<file path="config.mk">
export PLATFORM = sky130hd
export DESIGN_NAME = ctrl_decode_stage
export DESIGN_NICKNAME = d
export VERILOG_FILES = /design/src/rtl/ctrl_decode_stage.sv
export SDC_FILE = /design/constraint.sdc
export NUM_CORES = 1
export LEC_CHECK = 0
export ABC_AREA = 1
export BUFFER_PORTS_ARGS = -buffer_cell sky130_fd_sc_hd__buf_2
export CORE_MARGIN = 1
export CORE_UTILIZATION = 50
export DETAILED_ROUTE_END_ITERATION = 6
export GPL_TIMING_DRIVEN = 0
export PLACE_DENSITY = 0.83
export SYNTH_ARGS = -nofsm -noshare
export SYNTH_HDL_FRONTEND = slang
export SYNTH_SLANG_ARGS = --single-unit
</file>
<file path="constraint.sdc">
create_clock -name clk_i -period 3.1 [get_ports clk_i]
set_input_delay 0 -clock clk_i [delete_from_list [all_inputs] [get_ports clk_i]]
set_output_delay 0 -clock clk_i [all_outputs]
set_load 0.05 [all_outputs]
</file>
<file path="src/rtl/ctrl_decode_stage.sv">
// ctrl_decode_stage: registered, handshaked rv32im_zbb control decode with RUN/DRAIN/HALTED intake control.
// Define DECODE_PERF_CNT_EN to add the decoded/illegal/stall performance counters.
module ctrl_decode_stage #(
    parameter int WE_WIDTH        = 4,
    parameter int M_SUPPORT       = 1,
    parameter int ZBB_SUPPORT     = 1,
    parameter int HALT_ON_ILLEGAL = 1
) (
    input  logic                clk_i,
    input  logic                rst_ni,
    input  logic                in_valid_i,
    output logic                in_ready_o,
    input  logic [31:0]         instr_i,
    input  logic [31:0]         pc_i,
    output logic                out_valid_o,
    input  logic                out_ready_i,
    output logic                mem_to_reg_o,
    output logic                rd_we_o,
    output logic                alu_src_b_o,
    output logic                branch_o,
    output logic                rs1_in_use_o,
    output logic                rs2_in_use_o,
    output logic                pc_operand_o,
    output logic                stop_flag_o,
    output logic                illegal_o,
    output logic [WE_WIDTH-1:0] data_mem_we_o,
    output logic [1:0]          alu_2bit_op_o,
    output logic [4:0]          rd_addr_o,
    output logic [4:0]          rs1_addr_o,
    output logic [4:0]          rs2_addr_o,
    output logic [2:0]          funct3_o,
    output logic [31:0]         pc_o,
    input  logic                flush_i,
    input  logic                resume_i,
    output logic                halted_o
`ifdef DECODE_PERF_CNT_EN
    ,
    output logic [31:0]         perf_decoded_o,
    output logic [31:0]         perf_illegal_o,
    output logic [31:0]         perf_stall_o
`endif
);
    localparam logic [6:0] OP_R      = 7'b0110011;
    localparam logic [6:0] OP_IMM    = 7'b0010011;
    localparam logic [6:0] OP_LOAD   = 7'b0000011;
    localparam logic [6:0] OP_STORE  = 7'b0100011;
    localparam logic [6:0] OP_BRANCH = 7'b1100011;
    localparam logic [6:0] OP_JALR   = 7'b1100111;
    localparam logic [6:0] OP_JAL    = 7'b1101111;
    localparam logic [6:0] OP_AUIPC  = 7'b0010111;
    localparam logic [6:0] OP_LUI    = 7'b0110111;
    localparam logic [6:0] OP_SYSTEM = 7'b1110011;
    localparam logic       W8        = (WE_WIDTH == 8);
    localparam logic       M_EN      = (M_SUPPORT != 0);
    localparam logic       ZBB       = (ZBB_SUPPORT != 0);
    localparam logic       HALT_ILL  = (HALT_ON_ILLEGAL != 0);

    typedef struct packed {
        logic                mem_to_reg;
        logic                rd_we;
        logic                alu_src_b;
        logic                branch;
        logic                rs1_use;
        logic                rs2_use;
        logic                pc_op;
        logic                stop;
        logic                illegal;
        logic [WE_WIDTH-1:0] we;
        logic [1:0]          alu_op;
    } ctl_t;

    typedef enum logic [1:0] {S_RUN, S_DRAIN, S_HALTED} state_t;

    logic [6:0]  w_op, w_f7;
    logic [2:0]  w_f3;
    logic        w_legal, w_r_legal, w_load, w_consume;
    ctl_t        w_dec, w_ctl, r_ctl;
    state_t      r_state, w_state_nxt;
    logic        r_valid;
    logic [4:0]  r_rd, r_rs1, r_rs2;
    logic [2:0]  r_f3;
    logic [31:0] r_pc;

    assign w_op = instr_i[6:0];
    assign w_f3 = instr_i[14:12];
    assign w_f7 = instr_i[31:25];

    always_comb begin
        w_r_legal = (w_f7 == 7'b0000000)
                 || (w_f7 == 7'b0100000 && (w_f3 inside {3'b000, 3'b101}
                     || (ZBB && w_f3 inside {3'b100, 3'b110, 3'b111})))
                 || (w_f7 == 7'b0000001 && M_EN)
                 || (w_f7 == 7'b0000101 && ZBB)
                 || (w_f7 == 7'b0110000 && ZBB && w_f3 inside {3'b001, 3'b101})
                 || (w_f7 == 7'b0000100 && ZBB && w_f3 == 3'b100 && instr_i[24:20] == 5'd0);
        w_dec   = '0;
        w_legal = 1'b1;
        case (w_op)
            OP_R: begin
                w_dec.alu_op  = 2'b10;
                w_dec.rd_we   = 1'b1;
                w_dec.rs1_use = 1'b1;
                w_dec.rs2_use = 1'b1;
                w_legal       = w_r_legal;
            end
            OP_IMM: begin
                w_dec.alu_op    = 2'b11;
                w_dec.alu_src_b = 1'b1;
            end
            OP_LOAD: begin
                w_dec.mem_to_reg = 1'b1;
                w_dec.rd_we      = 1'b1;
                w_dec.alu_src_b  = 1'b1;
                w_legal = w_f3 inside {3'b000, 3'b001, 3'b010, 3'b100, 3'b101}
                       || (W8 && w_f3 inside {3'b011, 3'b110});
            end
            OP_BRANCH: begin
                w_dec.alu_op    = 2'b01;
                w_dec.branch    = 1'b1;
                w_dec.rs1_use   = 1'b1;
                w_dec.rs2_use   = 1'b1;
                w_dec.alu_src_b = 1'b1;
                w_legal         = !(w_f3 inside {3'b010, 3'b011});
            end
            OP_STORE: begin
                w_dec.rs1_use   = 1'b1;
                w_dec.rs2_use   = 1'b1;
                w_dec.alu_src_b = 1'b1;
                w_dec.we = w_f3 == 3'b000 ? WE_WIDTH'(1) :
                           w_f3 == 3'b001 ? WE_WIDTH'(3) :
                           w_f3 == 3'b010 ? WE_WIDTH'(15) : '1;
                w_legal = w_f3 inside {3'b000, 3'b001, 3'b010} || (W8 && w_f3 == 3'b011);
            end
            OP_JALR: begin
                w_dec.branch  = 1'b1;
                w_dec.rd_we   = 1'b1;
                w_dec.rs1_use = 1'b1;
                w_dec.pc_op   = 1'b1;
                w_legal       = w_f3 == 3'b000;
            end
            OP_JAL: begin
                w_dec.branch = 1'b1;
                w_dec.rd_we  = 1'b1;
            end
            OP_AUIPC: begin
                w_dec.rd_we = 1'b1;
                w_dec.pc_op = 1'b1;
            end
            OP_LUI:    w_dec.rd_we = 1'b1;
            OP_SYSTEM: w_dec.stop  = 1'b1;
            default:   w_legal     = 1'b0;
        endcase
        w_ctl = w_dec;
        if (!w_legal) begin
            w_ctl         = '0;
            w_ctl.illegal = 1'b1;
            w_ctl.stop    = HALT_ILL;
        end
    end

    // Flush blocks intake combinationally so a redirect never races a new load.
    assign in_ready_o = rst_ni && r_state == S_RUN && !flush_i && (!r_valid || out_ready_i);
    assign w_load     = in_valid_i && in_ready_o;
    assign w_consume  = r_valid && out_ready_i;

    always_comb begin
        w_state_nxt = r_state;
        case (r_state)
            S_RUN:    w_state_nxt = (w_load && w_ctl.stop) ? S_DRAIN : S_RUN;
            S_DRAIN:  w_state_nxt = flush_i ? S_RUN : (w_consume ? S_HALTED : S_DRAIN);
            S_HALTED: w_state_nxt = resume_i ? S_RUN : S_HALTED;
            default:  w_state_nxt = S_RUN;
        endcase
    end

    always_ff @(posedge clk_i or negedge rst_ni) begin
        if (!rst_ni) r_state <= S_RUN;
        else         r_state <= w_state_nxt;
    end

    always_ff @(posedge clk_i or negedge rst_ni) begin
        if (!rst_ni) begin
            r_valid <= 1'b0;
            r_ctl   <= '0;
            r_rd    <= '0;
            r_rs1   <= '0;
            r_rs2   <= '0;
            r_f3    <= '0;
            r_pc    <= '0;
        end else if (flush_i) begin
            r_valid <= 1'b0;
        end else if (w_load) begin
            r_valid <= 1'b1;
            r_ctl   <= w_ctl;
            r_rd    <= instr_i[11:7];
            r_rs1   <= instr_i[19:15];
            r_rs2   <= instr_i[24:20];
            r_f3    <= w_f3;
            r_pc    <= pc_i;
        end else if (out_ready_i) begin
            r_valid <= 1'b0;
        end
    end

    assign out_valid_o   = r_valid;
    assign mem_to_reg_o  = r_ctl.mem_to_reg;
    assign rd_we_o       = r_ctl.rd_we;
    assign alu_src_b_o   = r_ctl.alu_src_b;
    assign branch_o      = r_ctl.branch;
    assign rs1_in_use_o  = r_ctl.rs1_use;
    assign rs2_in_use_o  = r_ctl.rs2_use;
    assign pc_operand_o  = r_ctl.pc_op;
    assign stop_flag_o   = r_ctl.stop;
    assign illegal_o     = r_ctl.illegal;
    assign data_mem_we_o = r_ctl.we;
    assign alu_2bit_op_o = r_ctl.alu_op;
    assign rd_addr_o     = r_rd;
    assign rs1_addr_o    = r_rs1;
    assign rs2_addr_o    = r_rs2;
    assign funct3_o      = r_f3;
    assign pc_o          = r_pc;
    assign halted_o      = r_state == S_HALTED;

`ifdef DECODE_PERF_CNT_EN
    logic [31:0] r_perf_dec, r_perf_ill, r_perf_stall;

    always_ff @(posedge clk_i or negedge rst_ni) begin
        if (!rst_ni) begin
            r_perf_dec   <= '0;
            r_perf_ill   <= '0;
            r_perf_stall <= '0;
        end else begin
            r_perf_dec   <= r_perf_dec + 32'(w_load);
            r_perf_ill   <= r_perf_ill + 32'(w_load && w_ctl.illegal);
            r_perf_stall <= r_perf_stall + 32'(in_valid_i && !in_ready_o);
        end
    end

    assign perf_decoded_o = r_perf_dec;
    assign perf_illegal_o = r_perf_ill;
    assign perf_stall_o   = r_perf_stall;
`endif
endmodule

</file>
==> results.tsv <==
stage	metric	value	unit
synthesis	Synth top area share	55.2	%
synthesis	syn nets	447	
hold_path	hold path cells	4	
worst_setup_path	CP endpoint kind	flop	
placement	# port buffers	137	
sta	Max-slew headroom	46.1	%
synthesis	synthesized instance count	377	
global_routing	largest net degree at the start of global routing	69	
worst_setup_path	largest fanout on the critical path	68	
routing	Pre-antenna DRT Iters	5	
worst_setup_path	crit path max-delay cell type	buf_4	
worst_setup_path	max incr delay on CP	0.64	ns
worst_setup_path	CP Cell Sequence	dlygate4sd3_1 > buf_4 > nand3_1 > nor3_2 > nand2_1 > buf_2 > buf_2 > nand2_1 > nand2_1	
sta	final setup margin	1.04	ns
routing	DRC violations left	0	
cells_and_area	nets	648	
placement	pre-CTS setup slack	1.20	ns
floorplanning	Die Y	79.9	um
sta	Slew Viols, Final	0	
cells_and_area	area grow syn2layout	50.6	%
sta	Worst Clk Skew	0.0112	ns
clock_tree	CTS sink count	67	
cells_and_area	Inserted Diodes	0	
synthesis	Synth cell types	27	
sta	Max Freq	485	MHz
sta	Final Cycle Share	66.5	%
synthesis	dominant cell type by area after synthesis	dfrtp_1	
floorplanning	die area	0.00639	mm^2
pwr	P per Cell Area	657	mW/mm^2
sta	TNS Setup	0	ns
worst_setup_path	setup slack, reg-to-reg	1.53	ns
floorplanning	Starting Density	51.6	%
routing	Via density	4.92	
clock_tree	CTS tree	yes	
worst_setup_path	Worst R2R Start	r_state[1]$_DFF_PN0_	
job	maxcap violations	0	
clock_tree	CTS Buf Count	9	
worst_setup_path	WS Path Type	in -> reg	
clock_tree	Worst-Skew Late Latency	0.34	ns
sta	final number of hold-violating endpoints	0	
routing	vias post-DR	3238	
routing	final wirelength	9090	um
worst_setup_path	reg-to-reg endpoint	rd_addr_o[1]$_DFFE_PN0P_	
status	status	finished clean	
worst_setup_path	cell mode on critical path	nand2_1	
placement	RD Place Congestion	0.908	
clock_tree	clk slew on worst S/H paths	0.08	ns
synthesis	#FFs+latches synth	67	
hold_path	HP Class	in -> reg	
global_routing	antenna violations before repair	0	
global_routing	first-pass GRT wire length	14200	um
global_routing	vias in the first global route	3168	
worst_setup_path	Required @ worst endpoint	3.33	ns
pwr	peak supply drop	0.000603	V
synthesis	Synth area leaders	dfrtp_1 (55%), nand2_1 (24%), nand3_1 (3.0%), nor2_1 (2.3%), nand3_2 (2.3%)	
floorplanning	Placeable Area	0.00589	mm^2
sta	final setup violation count	0	
cells_and_area	layout cell share with drive strength beyond 1	32.8	%
sta	fin crit period	2.06	ns
synthesis	synthesized cell area	0.00304	mm^2
sta	RSZ-0062 raised after global routing	false	
worst_setup_path	worst reg-to-reg path cell count	8	
floorplanning	die width	79.9	um
global_routing	all-layer global routing usage	29.5	%
synthesis	register area share after synthesis	55.2	%
worst_setup_path	Worst Setup SP	rst_ni	
cells_and_area	filler cell count	396	
routing	antenna viol nets, final	0	
routing	Avg WL per Cell	13.8	um
sta	worst-margin pin slew	0.809	ns
global_routing	gr ovfl total	0	
worst_setup_path	CP Data Arrival Time	2.29	ns
pwr	leak pwr	2.65	nW
clock_tree	H-Tree Level Count	3	
floorplanning	Cell Rows	28	
clock_tree	post-CTS setup repair buffer count	0	
floorplanning	Ports	138	
placement	Final HPWL DP	5510	um
worst_setup_path	Setup crit end	rd_addr_o[1]$_DFFE_PN0P_	
clock_tree	# resized after CTS	0	
routing	drt first-iter violations	162	
clock_tree	clk buf depth	2	
synthesis	syn_area_per_cell	8.05	um^2
synthesis	Yosys Warn Count	0	
worst_setup_path	startpoint types	primary input	
clock_tree	Clock Tree Root	clkbuf_8	
[Yosys cell counts, drive strengths merged]
| cell type | instances |
|---|---|
| nand2 | 203 |
| dfrtp | 67 |
| nand3 | 25 |
| nor2 | 24 |
| inv | 21 |
| buf | 13 |
| o21ai | 8 |
| a21oi | 4 |
| clkbuf | 2 |
| clkinv | 2 |
| nand4 | 2 |
| nor3 | 2 |
| o211ai | 2 |
| and3 | 1 |
| o32ai | 1 |
[placed cells by master (no fill, tap or decap), drive strengths merged, types with 4 or more instances in the layout]
| cell type | count |
|---|---|
| nand3 | 25 |
| buf | 150 |
| o21ai | 8 |
| inv | 22 |
| clkinv | 6 |
| nor2 | 24 |
| dfrtp | 67 |
| a21oi | 4 |
| clkbuf | 11 |
| dlygate4sd3 | 53 |
| nand2 | 203 |
[repair_timing]
action,in CTS,in global routing
hold buffers,53,0
endpoints found under the hold margin,117,0
setup endpoints to repair,0,0
[layer usage]
| layer | GRT usage, % | up-vias | routed length (um) | part of all wire (%) |
|---|---|---|---|---|
| li1 | - | 1561 | - | - |
| met3 | 7.31 | 21 | 689 | 7.6 |
| met2 | 53.7 | 156 | 4650 | 51 |
| met5 | 0 | - | 0 | 0 |
| met1 | 32.6 | 1500 | 3560 | 39 |
| met4 | 12.0 | 0 | 194 | 2.1 |
[flip-flops by register name, indices dropped and copies added (netlist names), 2 cells and up]
register	flops
rd_addr_o	5
pc_o	32
alu_2bit_op_o	2
rs1_addr_o	5
r_state	2
data_mem_we_o	3
rs2_addr_o	5
funct3_o	3
[report_power, final]
group	total, mW	leakage [nW]	internal [mW]	switching (mW)
combinational	1.08	1.68	0.264	0.819
clock	0.802	0.114	0.458	0.344
sequential	1.12	0.857	1.03	0.0901
[final cells by class]
class | count | area, um^2 | share of cell area, %
sequential | 67 | 1680 | 36.7
buffer | 15 | 81.3 | 1.78
timing repair buffer | 190 | 1220 | 26.7
inverter | 23 | 88.8 | 1.94
clock inverter | 7 | 100 | 2.19
tap | 75 | 93.8 | 2.05
multi-input combinational | 272 | 1190 | 26.0
clock buffer | 9 | 124 | 2.71
[worst max-delay path: cells and delay by family]
family,cells,cell delay (ns)
AND/OR/NAND/NOR,5,0.64
buffers and inverters,4,1.60
[stage by stage]
| step | utilization [%] | hold WS [ns] | std cells | power (mW) | area, um^2 |
|---|---|---|---|---|---|
| after floorplan | - | -0.296 | 377 | 1.85 | 3040 |
| after CTS | 77.7 | 0.0102 | 658 | 2.98 | 4570 |
| after global placement | 64.8 | 0.192 | 589 | 2.11 | 3810 |
| after detailed placement | 64.9 | 0.153 | 589 | 2.13 | 3820 |
| final | 77.7 | 0.0149 | 658 | 3.00 | 4570 |
| after global routing | 77.7 | 0.0137 | 658 | 3.13 | 4570 |
[worst min path at each step]
stage              from                            to  slack (ns)
3_3_place_gp   pc_i[26]          pc_o[26]$_DFFE_PN0P_        0.19
3_5_place_dp     rst_ni           pc_o[4]$_DFFE_PN0P_        0.15
4_1_cts         flush_i          r_state[0]$_DFF_PN0_        0.01
2_1_floorplan    rst_ni  alu_2bit_op_o[0]$_DFFE_PN0P_       -0.30
5_1_grt         flush_i          r_state[0]$_DFF_PN0_        0.01
6_report        flush_i          r_state[0]$_DFF_PN0_        0.01
[kinds of logic (layout without fill, tap and decap cells)]
kind of cell | Yosys count | in the layout | share of synthesized area (%)
and+or+nand+nor | 257 | 257 | 36.4
AOI/OAI and AO/OA | 15 | 15 | 2.76
buffers and inverters | 38 | 244 | 5.61
DFF | 67 | 67 | 55.2
Power figures use the tool's default switching activity.
